[src/rtl/exe_pkg.sv]
// rtl/exe_pkg.sv - default widths and entry layout shared by the EXE->MEM forwarding queue
package exe_pkg;

   localparam int EXE_ADR_W  = 6;
   localparam int EXE_RES_W  = 32;
   localparam int EXE_DATA_W = 200;

   typedef struct packed {
      logic [EXE_ADR_W-1:0] dest;
      logic [EXE_RES_W-1:0] res;
      logic                 fwd_ok;
      logic                 valid;
   } exe_entry_t;

endpackage

[src/rtl/fwd_match.sv]
// rtl/fwd_match.sv - youngest-first forwarding matcher over the queue entries
module fwd_match #(
   parameter int DEPTH = 4,
   parameter int ADR_W = 6,
   parameter int RES_W = 32
) (
   input  logic [$clog2(DEPTH)-1:0]   i_rd_ptr,
   input  logic [$clog2(DEPTH+1)-1:0] i_count,
   input  logic [DEPTH-1:0]           i_valid,
   input  logic [DEPTH-1:0]           i_fwd_ok,
   input  logic [DEPTH*ADR_W-1:0]     i_dest,
   input  logic [DEPTH*RES_W-1:0]     i_res,
   input  logic [ADR_W-1:0]           i_adr,
   output logic                       o_hit,
   output logic                       o_stall,
   output logic [RES_W-1:0]           o_data
);

   localparam int PTR_W = $clog2(DEPTH);

   logic             w_match;
   logic             w_ok;
   logic [RES_W-1:0] w_res;
   logic [PTR_W-1:0] w_idx;

   // Walk oldest to youngest from the head; a later match overrides, so the youngest wins.
   always_comb begin
      w_match = 1'b0;
      w_ok    = 1'b0;
      w_res   = '0;
      w_idx   = '0;
      for (int k = 0; k < DEPTH; k++) begin
         w_idx = i_rd_ptr + PTR_W'(k);
         if ((k < int'(i_count)) && i_valid[w_idx] && (i_adr != '0) &&
             (i_dest[w_idx*ADR_W +: ADR_W] == i_adr)) begin
            w_match = 1'b1;
            w_ok    = i_fwd_ok[w_idx];
            w_res   = i_res[w_idx*RES_W +: RES_W];
         end
      end
   end

   always_comb begin
      o_hit   = w_match && w_ok;
      o_stall = w_match && !w_ok;
      o_data  = (w_match && w_ok) ? w_res : '0;
   end

endmodule

[src/rtl/exe_fwd_queue.sv]
// rtl/exe_fwd_queue.sv - EXE->MEM circular queue with show-ahead head, flush and
// combinational youngest-first operand forwarding on NUM_RP lookup ports
module exe_fwd_queue
   import exe_pkg::*;
#(
   parameter int DATA_W = EXE_DATA_W,
   parameter int DEPTH  = 4,
   parameter int NUM_RP = 2,
   parameter int ADR_W  = EXE_ADR_W,
   parameter int RES_W  = EXE_RES_W
) (
   input  logic                       i_clk,
   input  logic                       i_reset,
   input  logic                       i_flush,
   input  logic                       i_push,
   input  logic [DATA_W-1:0]          i_din,
   input  logic [ADR_W-1:0]           i_din_dest,
   input  logic [RES_W-1:0]           i_din_res,
   input  logic                       i_din_fwd_ok,
   input  logic                       i_pop,
   output logic [DATA_W-1:0]          o_dout,
   output logic [ADR_W-1:0]           o_dout_dest,
   output logic                       o_empty,
   output logic                       o_full,
   output logic [$clog2(DEPTH+1)-1:0] o_count,
   output logic                       o_ovf_err,
   input  logic [NUM_RP*ADR_W-1:0]    i_lkp_adr,
   output logic [NUM_RP-1:0]          o_lkp_hit,
   output logic [NUM_RP-1:0]          o_lkp_stall,
   output logic [NUM_RP*RES_W-1:0]    o_lkp_data
);

   localparam int PTR_W = $clog2(DEPTH);
   localparam int CNT_W = $clog2(DEPTH+1);

   logic [PTR_W-1:0]  r_wr_ptr;
   logic [PTR_W-1:0]  r_rd_ptr;
   logic [CNT_W-1:0]  r_count;
   logic [DEPTH-1:0]  r_valid;
   logic [DEPTH-1:0]  r_fwd_ok;
   logic [DATA_W-1:0] r_data [DEPTH];
   logic [ADR_W-1:0]  r_dest [DEPTH];
   logic [RES_W-1:0]  r_res  [DEPTH];
   logic              r_ovf_err;

   logic                   w_empty;
   logic                   w_full;
   logic                   w_pop_ok;
   logic                   w_push_ok;
   logic [DEPTH*ADR_W-1:0] w_dest_flat;
   logic [DEPTH*RES_W-1:0] w_res_flat;

   assign w_empty   = (r_count == '0);
   assign w_full    = (r_count == CNT_W'(DEPTH));
   assign w_pop_ok  = i_pop && !w_empty;
   // A pop in the same cycle frees the slot, so a full queue still takes one push per cycle.
   assign w_push_ok = i_push && (!w_full || w_pop_ok);

   always_ff @(posedge i_clk) begin
      if (i_reset || i_flush) begin
         r_wr_ptr  <= '0;
         r_rd_ptr  <= '0;
         r_count   <= '0;
         r_valid   <= '0;
         r_ovf_err <= 1'b0;
      end else begin
         r_ovf_err <= i_push && !w_push_ok;
         // Pop is applied first so a push into the slot just vacated keeps its valid bit.
         if (w_pop_ok) begin
            r_valid[r_rd_ptr] <= 1'b0;
            r_rd_ptr          <= r_rd_ptr + PTR_W'(1);
         end
         if (w_push_ok) begin
            r_data[r_wr_ptr]   <= i_din;
            r_dest[r_wr_ptr]   <= i_din_dest;
            r_res[r_wr_ptr]    <= i_din_res;
            r_fwd_ok[r_wr_ptr] <= i_din_fwd_ok;
            r_valid[r_wr_ptr]  <= 1'b1;
            r_wr_ptr           <= r_wr_ptr + PTR_W'(1);
         end
         case ({w_push_ok, w_pop_ok})
            2'b10:   r_count <= r_count + CNT_W'(1);
            2'b01:   r_count <= r_count - CNT_W'(1);
            default: r_count <= r_count;
         endcase
      end
   end

   always_comb begin
      w_dest_flat = '0;
      w_res_flat  = '0;
      for (int d = 0; d < DEPTH; d++) begin
         w_dest_flat[d*ADR_W +: ADR_W] = r_dest[d];
         w_res_flat[d*RES_W +: RES_W]  = r_res[d];
      end
   end

   assign o_empty     = w_empty;
   assign o_full      = w_full;
   assign o_count     = r_count;
   assign o_ovf_err   = r_ovf_err;
   assign o_dout      = w_empty ? '0 : r_data[r_rd_ptr];
   assign o_dout_dest = w_empty ? '0 : r_dest[r_rd_ptr];

   for (genvar p = 0; p < NUM_RP; p++) begin : g_rp
      fwd_match #(
         .DEPTH (DEPTH),
         .ADR_W (ADR_W),
         .RES_W (RES_W)
      ) u_match (
         .i_rd_ptr (r_rd_ptr),
         .i_count  (r_count),
         .i_valid  (r_valid),
         .i_fwd_ok (r_fwd_ok),
         .i_dest   (w_dest_flat),
         .i_res    (w_res_flat),
         .i_adr    (i_lkp_adr[p*ADR_W +: ADR_W]),
         .o_hit    (o_lkp_hit[p]),
         .o_stall  (o_lkp_stall[p]),
         .o_data   (o_lkp_data[p*RES_W +: RES_W])
      );
   end

endmodule

[config.mk]
export PLATFORM = sky130hd
export DESIGN_NAME = exe_fwd_queue
export DESIGN_NICKNAME = d
export VERILOG_FILES = /design/src/rtl/exe_pkg.sv /design/src/rtl/fwd_match.sv /design/src/rtl/exe_fwd_queue.sv
export SDC_FILE = /design/constraint.sdc
export NUM_CORES = 1
export LEC_CHECK = 0
export ABC_CLOCK_PERIOD_IN_PS = 7590
export CAP_MARGIN = 20
export CORE_ASPECT_RATIO = 0.7
export CORE_UTILIZATION = 49
export CTS_BUF_LIST = sky130_fd_sc_hd__clkbuf_8 sky130_fd_sc_hd__clkbuf_16
export CTS_CLUSTER_DIAMETER = 150
export CTS_CLUSTER_SIZE = 25
export DETAILED_ROUTE_END_ITERATION = 7
export PLACE_DENSITY = 0.84
export SLEW_MARGIN = 25
export SYNTH_ARGS = -nofsm -noshare
export SYNTH_HDL_FRONTEND = slang
export SYNTH_HIERARCHICAL = 1
export SYNTH_SLANG_ARGS = --single-unit
[constraint.sdc]
create_clock -name i_clk -period 7.59 [get_ports i_clk]
set_input_delay 1.1385 -clock i_clk [delete_from_list [all_inputs] [get_ports i_clk]]
set_output_delay 1.1385 -clock i_clk [all_outputs]
set_load 0.005 [all_outputs]
# Yosys cells after proc, flatten, opt, wreduce, memory -nomap -nowiden
# Memory sizes are Yosys's and may differ from the RTL's. A register that Yosys moved wholly into a read port is not among the register bits.
# Cells that the tools add are included.
# word_totals
register_bits	16
ram_bits	952
inputBits	256
out_inout_bits	280
word_cells	154
memories	3
# classes
addsub	6
n_mul	4
n_lt_le_gt_ge	11
n_eq_ne	11
n_shift	8
n_mux	60
n_bitwise	4
reduce_logical	41
# memory_table
memory	depth	word_bits	rd	rd_clocked_by_memory_dff	write_ports	line	rtl
r_data	4	200	1	1	1	exe_fwd_queue.sv:41	logic [DATA_W-1:0] r_data [DEPTH];
r_res	4	32	4	0	1	exe_fwd_queue.sv:43	logic [RES_W-1:0] r_res [DEPTH];
r_dest	4	6	5	1	1	exe_fwd_queue.sv:42	logic [ADR_W-1:0] r_dest [DEPTH];
# op_table
op	n
$shiftx A128 B8 Y32	4
$mux W32	10
$mux W200	1
$shiftx A24 B6 Y6	4
$eq A6 B6 Y1	8
$logic_and A1 B1 Y1	29
$mux W1	29
$bmux W1 S2	8
$mul A2 B2 Y4 const B	4
$lt A2 B3 Y1 const B	5
$mux W4	3
$reduce_bool A6 Y1	2
$mux W2	4
$lt A1 B3 Y1 const A	2
$lt A2 B3 Y1 const A	2
$mux W6	1
$pmux W3 S2	1
$logic_not A1 Y1	5
$add A2 B1 Y2 const B	2
$add A2 B2 Y2 const B	2
$and A4 B4 Y4	1
$bwmux W4	1
$demux W1 S2	2
$ge A2 B1 Y1 const B	2
12 further kinds	13

# Logic depth before layout (Yosys ltp)
# Gate-level depths: netlist (run 1).
# logic_depth
depth_word	11
mapped_depth	14
ltp_nobuf	8

# By module
# The synthesis (run 1) kept the hierarchy.
# by_module_without_submodules
mod	instances	cells_per_inst	area_per_inst_um2	seq_area_each_um2
exe_fwd_queue	1	1531	35893.2	28987.8
fwd_match at g_rp[1].u_match	1	595	4609.4	0.0
fwd_match at g_rp[0].u_match	1	523	4556.9	0.0

# Worst setup path before layout (run 1)
# OpenSTA, ideal clock, no wires.
# synth_path
kind	input port to flip-flop
startpoint	input port i_flush
endpoint	memory r_data[0][0] (netlist bit) (enable)
setup_time_ps	630
arrival_ps	7297
required_ps	6960
slack_ps	-337
stages	4
path_cell_list	or2_0 > clkbuf_1 > nor3_2 > and2_1
# synth_via
elab_chain_len	3
# synth_rtl
element	line	rtl
from (decl)	exe_fwd_queue.sv:14	input logic i_flush,
$logic_or A1 B1 Y1	exe_fwd_queue.sv:60	if (i_reset || i_flush) begin
$mux W1	exe_fwd_queue.sv:60	
$mux W1 (implied by the code)	exe_fwd_queue.sv:74	r_data[r_wr_ptr] <= i_din;
to (decl)	exe_fwd_queue.sv:41	
# No other way between the ends.

# Worst setup path in the final report (run 1)
# layout_path
startpoint	register r_rd_ptr[1]
endpoint	output port o_lkp_data[30]
# layout_via
elab_chain_len	11
# layout_rtl
element	line	rtl
from (decl)	exe_fwd_queue.sv:37	logic [PTR_W-1:0] r_rd_ptr;
from (signal assigned)	exe_fwd_queue.sv:71	r_rd_ptr <= r_rd_ptr + PTR_W'(1);
parallel branches: the longest is 10 deep, another holds $mul A2 B2 Y4	-	
$mux W32 (*)	fwd_match.sv:46	o_data = (w_match && w_ok) ? w_res : '0;
to (decl)	exe_fwd_queue.sv:30	output logic [NUM_RP*RES_W-1:0] o_lkp_data
# Every way passes the cells marked *. The select of a mux whose other input is x is not followed.

==> results of run 1 <==
==> area by class of cell <==
cell class	count	area share, %
Antenna cell	13	0.0616
Multi-Input combinational cell	1445	28.3
Clock buffer	44	2.09
Timing Repair Buffer	591	11.3
Clock inverter	17	0.218
Tap cell	1222	2.90
Sequential cell	970	55.0
Inverter	20	0.142
==> sequential cells by signal, indices dropped and copies added, names as in the netlist, named ones only <==
name,cells
r_dest,24
o_count,3
o_ovf_err,1
r_valid,4
r_res,128
r_rd_ptr,2
r_fwd_ok,4
r_wr_ptr,2
r_data,800
==> critical path: cells and delay by family (launching register included) <==
kind	cells	cell delay (ps)
AO/OA/AOI/OAI	4	1470
flip-flops	1	1030
buffers and inverters	2	930
AND/OR/NAND/NOR	3	840
multiplexers	1	640
==> Yosys cell counts, types with 36 or more instances <==
master,n
nand3_1,49
and2_1,214
buf_2,64
edfxtp_1,956
nand2_1,72
o221ai_1,73
mux4_2,220
a221oi_1,62
mux2i_1,199
a21oi_1,36
clkbuf_1,104
mux2_2,117
==> layer usage <==
| metal | share of wire (%) | GRT usage (%) | up-vias |
|---|---|---|---|
| met2 | 49 | 37.8 | 1216 |
| met4 | 2.4 | 6.55 | 10 |
| met3 | 9.1 | 5.61 | 200 |
| li1 | - | - | 11700 |
| met1 | 40 | 31.8 | 13800 |
| met5 | 0.061 | 0 | - |
==> metrics by stage <==
step | setup WS, ps | utilization (%) | area (µm²) | power, W
after floorplan | 2330 | - | 45100 | 0.00630
after global routing | 525 | 58.2 | 52800 | 0.00947
after CTS | 844 | 58.2 | 52700 | 0.00926
after detailed placement | 1270 | 56.8 | 51500 | 0.00665
final | 897 | 58.3 | 52800 | 0.00920
after global placement | 1230 | 56.8 | 51500 | 0.00663
==> report_power, final <==
part | leakage, nW | total [W] | internal [W] | switching (W)
Sequential | 8.75 | 0.00596 | 0.00593 | 0.0000293
Clock | 0.637 | 0.00267 | 0.00107 | 0.00160
Combinational | 6.09 | 0.000567 | 0.000306 | 0.000261
==> cell usage in the layout, fill, tap and decap left out, drive strengths merged, types with 35 or more instances in the layout <==
master	Yosys	routed
edfxtp	956	956
clkdlybuf4s50	0	535
mux4	220	220
and2	215	215
mux2i	200	200
mux2	117	117
o221ai	73	73
nand2	72	72
a221oi	64	64
buf	110	56
nand3	49	49
clkbuf	104	44
a21oi	36	36
o21ai	35	35
inv	20	35
==> how the worst max path moves through the flow <==
stage	slack (ps)	from	endpoint	depth (start not counted)
2_1_floorplan	2330	i_flush	r_data[0][0]	4
3_5_place_dp	1270	i_lkp_adr[11]	o_lkp_data[42]	10
4_1_cts	840	r_rd_ptr[1]	o_lkp_stall[0]	10
6_report	900	r_rd_ptr[1]	o_lkp_data[30]	10
5_1_grt	520	r_rd_ptr[1]	o_lkp_stall[0]	10
3_3_place_gp	1230	i_lkp_adr[2]	o_lkp_data[9]	11
==> cell families (layout without fill, tap and decap cells) <==
group | count (synthesis) | in the layout | share of synthesized area [%]
buf+inv | 234 | 672 | 2.62
xor+xnor | 57 | 57 | 1.11
mux | 537 | 537 | 18.4
other cells | 0 | 13 | 0
fa+ha+maj | 9 | 9 | 0.267
simple gates | 455 | 455 | 5.83
compound gates | 387 | 387 | 7.45
flops | 970 | 970 | 64.3
==> flow_metrics.env, run 1 <==
export IMPL_violations="DRC"
export IMPL_seqCellArea_um2=29000
export IMPL_firstDrtPassIters=8
export IMPL_max_clock_path_buffers=3
export IMPL_hp_class="register to register"
export IMPL_ios=536
export IMPL_grt_ovfl_total=0
export IMPL_cts_buffers=44
export IMPL_root_buffer="clkbuf_16"
export IMPL_yosys_warnings=6
export IMPL_cts_tree="yes"
export IMPL_ir_worst_vdd_mv=0.219
export IMPL_antenna_found_initial=17
export IMPL_slew_viol_final=0
export IMPL_drc=2
export IMPL_max_freq_mhz=149
export IMPL_clk_latency_ps=630
export IMPL_die_height_um=256
export IMPL_die_area_um2=93200
export IMPL_initial_core_util_pct=49.7
export IMPL_post_drt_wl_per_cell_um=25.8
export IMPL_arrival_ps=5550
export IMPL_cts_hold_buf=0
export IMPL_crit_top_cell="a2111oi_4"
export IMPL_worstHoldStart="r_wr_ptr[0]"
export IMPL_dp_cells=4247
export IMPL_postRouteAntennaNets=0
export IMPL_finClkSkew_ps=31.4
export IMPL_fillers=6640
export IMPL_synth_nets=2914
export IMPL_synth_edff_count=956
export IMPL_syn_inst=2649
export IMPL_post_cts_buffers=0
export IMPL_ff2ff_setup_slack_ps=4170
export IMPL_critical_path_class="register to output pin"
export IMPL_clk_pin_slew_worst_paths_ps=100
export IMPL_syn_area_um2=45100
export IMPL_netlist_area_leader_share_pct=63.7
export IMPL_relSlewSlack_pct=24.7
export IMPL_synth_top_cells_by_area="edfxtp_1 64%, mux4_2 11%, mux2i_1 4.4%, and2_1 3.0%, mux2_2 2.9%"
export IMPL_drive_gt1_share_pct=17.2
export IMPL_synthFlopType="edfxtp_1"
export IMPL_avgSynthCellArea_um2=17.0
export IMPL_grt_pass1_vias=26600
export IMPL_port_buffers=535
export IMPL_holdPathEnd="r_wr_ptr[0]"
export IMPL_cellPowerDensity_nw_per_um2=174
export IMPL_fin_cells=4322
export IMPL_worstPathRequired_ps=6450
export IMPL_period_minus_slack_ps=6690
export IMPL_hpwl_um=71200
export IMPL_grt_max_degree=167
export IMPL_rsz0062_at_grt="false"
export IMPL_multiInputGateArea_um2=14900
export IMPL_cap_violations=0
export IMPL_avgViaCountPerCell=6.22
export IMPL_hold_violations=0
export IMPL_grt_usage_pct=23.4
export IMPL_cp_start_kind="register"
export IMPL_tightest_slew_ps=1130
export IMPL_cp_max_fo=66
export IMPL_seq_area_frac_synth_pct=64.3
export IMPL_hold_depth=2
export IMPL_cpPeakStageDelay_ps=1030
export IMPL_r2r_end="r_data[0][37]"
export IMPL_drt_initial_drc_count=3116
export IMPL_core_um2=90600
export IMPL_clock_sinks=970
export IMPL_r2r_worst_path_cells=4
export IMPL_power_leakage_nw=15.5
export IMPL_cp_slowest_cell="dfxtp_4"
export IMPL_finalWirelength_um=112000
export IMPL_cts_resized=0
export IMPL_finalCritPeriodShare_pct=88.2
export IMPL_endpoint_kind="output pin"
export IMPL_finalSetupViolCount=0
export IMPL_rows=92
export IMPL_tns_ps=0
export IMPL_place_congestion=0.905
export IMPL_h_tree_depth=2
export IMPL_whs_ps=535
export IMPL_vias=26900
export IMPL_synth_seq_cells=970
export IMPL_grt_pass1_wl_um=167000
export IMPL_synthToLayoutAreaGrowth_pct=17.1
export IMPL_worstPathCellList="mux4_2, a211o_1, a2111oi_4, o21a_2, or3_2, buf_4, nor3_1, or4_4, a2111oi_4, clkdlybuf4s50_1"
export IMPL_synth_area_leader_cell="edfxtp_1"
export IMPL_async_reset_ff_share_pct=0
export IMPL_num_nets_final=3337
export IMPL_r2r_start="o_count[1]"
export IMPL_synth_cell_type_count=81
export IMPL_chipWidth_um=364
export IMPL_run_status="complete, but fails checks"
Power figures use the tool's default switching activity.
==> run 2, diff against run 1 <==
DONT_BUFFER_PORTS = 1   (was unset)
PLACE_DENSITY = 0.76   (was 0.84)
==> run 2 against run 1 <==
Compared with the run above: the flow now finishes without violations; global-route usage down 0.88 points; first-iteration DRC count down 18%; non-clock buffer count down 545; combinational power down 50%; sequential share of layout area up 6.4 points; power down 3.4%; die area unchanged; worst hold slack better by 3.3 ps; fmax up 1.7%; via count down 7.4%; cell area down 10%; highest routed layer is now met4.
==> flow_metrics.env, run 2 (synthesized netlist as in run 1, its figures left out) <==
export IMPL_antenna_found_initial=1
export IMPL_period_minus_slack_ps=6580
export IMPL_power_leakage_nw=13.5
export IMPL_rows=92
export IMPL_postRouteAntennaNets=0
export IMPL_cts_buffers=44
export IMPL_die_height_um=256
export IMPL_power_switching_w=0.00177
export IMPL_die_area_um2=93200
export IMPL_p_comb_share_pct=3.2
export IMPL_seq_power_share_pct=67.1
export IMPL_reg_top3="r_data (800), r_res (128), r_dest (24)"
export IMPL_chipWidth_um=364
export IMPL_cts_tree="yes"
export IMPL_slew_viol_final=0
export IMPL_grt_pass1_vias=24900
export IMPL_largest_reg_flops=800
export IMPL_port_buffers=0
export IMPL_post_cts_buffers=0
export IMPL_post_drt_wl_per_cell_um=28.7
export IMPL_ios=536
export IMPL_cts_hold_buf=0
export IMPL_synthToLayoutAreaGrowth_pct=4.92
export IMPL_grt_pass1_wl_um=160000
export IMPL_firstDrtPassIters=6
export IMPL_final_common_cell="edfxtp_1"
export IMPL_hpwl_um=67600
export IMPL_num_antenna_cells=0
export IMPL_grt_max_degree=197
export IMPL_cellPowerDensity_nw_per_um2=188
export IMPL_drc=0
export IMPL_hold_violations=0
export IMPL_clk_pin_slew_worst_paths_ps=100
export IMPL_tightest_slew_ps=1110
export IMPL_layout_common_cells="956 x edfxtp_1, 220 x mux4_2, 209 x and2_1, 198 x mux2i_1, 117 x mux2_2"
export IMPL_place_congestion=0.878
export IMPL_finClkSkew_ps=23.8
export IMPL_r2r_worst_path_cells=5
export IMPL_max_freq_mhz=152
export IMPL_avgViaCountPerCell=6.62
export IMPL_internal_power_w=0.00711
export IMPL_hp_class="register to register"
export IMPL_hold_depth=2
export IMPL_worstPathRequired_ps=6450
export IMPL_cts_resized=0
export IMPL_finalSetupViolCount=0
export IMPL_drive_gt1_share_pct=20.6
export IMPL_initial_core_util_pct=49.7
export IMPL_cap_violations=0
export IMPL_cp_start_kind="register"
export IMPL_h_tree_depth=2
export IMPL_drt_initial_drc_count=2562
export IMPL_finalCritPeriodShare_pct=86.7
export IMPL_endpoint_kind="output pin"
export IMPL_run_status="complete, no violations"
export IMPL_core_um2=90600
export IMPL_arrival_ps=5440
export IMPL_root_buffer="clkbuf_16"
export IMPL_num_nets_final=2792
export IMPL_vias=24900
export IMPL_top_register="r_data"
export IMPL_rsz0062_at_grt="false"
export IMPL_critical_path_class="register to output pin"
export IMPL_finalWirelength_um=108000
export IMPL_swShare_pct=19.9
export IMPL_clock_sinks=970
export IMPL_relSlewSlack_pct=26.0
export IMPL_ir_worst_vdd_mv=0.191
export IMPL_tns_ps=0
export IMPL_grt_ovfl_total=0
export IMPL_cp_max_fo=66
export IMPL_whs_ps=539
export IMPL_grt_usage_pct=22.5
export IMPL_clk_latency_ps=630
export IMPL_p_clk_share_pct=29.7
export IMPL_max_clock_path_buffers=3
==> run 2: routing by layer <==
layer	track usage [%]	vias up	part of all wire (%)
met5	0	-	0
met4	5.38	0	2.3
met3	6.97	183	11
met2	36.8	1288	48
met1	29.5	12900	39
li1	-	10600	-
==> run 2: final timing paths <==
path / start / to / slack, ps
worst max-delay path: r_rd_ptr[1] / o_lkp_data[34] / 1010
worst min-delay path: r_wr_ptr[0] / r_wr_ptr[0] / 540
worst max register to register: o_count[0] / r_data[3][135] / 3820
worst min register to register: r_wr_ptr[0] / r_wr_ptr[0] / 540
==> run 2: power by group through the flow <==
stage | Combinational [W] | Clock (W) | Sequential, W
floorplan | 0.000225 | 0 | 0.00608
global placement | 0.000281 | 0 | 0.00608
detailed placement | 0.000285 | 0 | 0.00609
CTS | 0.000287 | 0.00270 | 0.00597
global route | 0.000305 | 0.00286 | 0.00597
finish | 0.000284 | 0.00264 | 0.00597
==> run 2: area by class of cell <==
type | instances | area [µm²]
Clock buffer | 44 | 1100
Clock inverter | 16 | 103
Fill cell | 7060 | 43300
Inverter | 20 | 75.1
Multi-Input combinational cell | 1445 | 15000
Sequential cell | 970 | 29000
Tap cell | 1222 | 1530
Timing Repair Buffer | 46 | 513
==> run 2: per-stage QoR <==
| stage | worst slack, ps | util (%) | cells | total power, W | instance area (µm²) |
|---|---|---|---|---|---|
| global placement | 1900 | 50.8 | 3700 | 0.00636 | 46000 |
| detailed placement | 1780 | 50.8 | 3700 | 0.00637 | 46000 |
| CTS | 1100 | 52.1 | 3760 | 0.00895 | 47200 |
| global route | 926 | 52.2 | 3763 | 0.00914 | 47300 |
| floorplan | 2330 | - | 2649 | 0.00630 | 45100 |
| finish | 1010 | 52.2 | 3763 | 0.00888 | 47300 |
==> run 2: worst max-delay path: stages (launching register included) <==
cell      delay [ps]
dfxtp_4         1040
mux2i_4          390
xnor2_1          100
or4_4            560
a211oi_4         260
buf_4            380
nor3_4            50
buf_4            310
a221oi_2         410
o22ai_4          180
buf_4            330
nor4bb_1         730
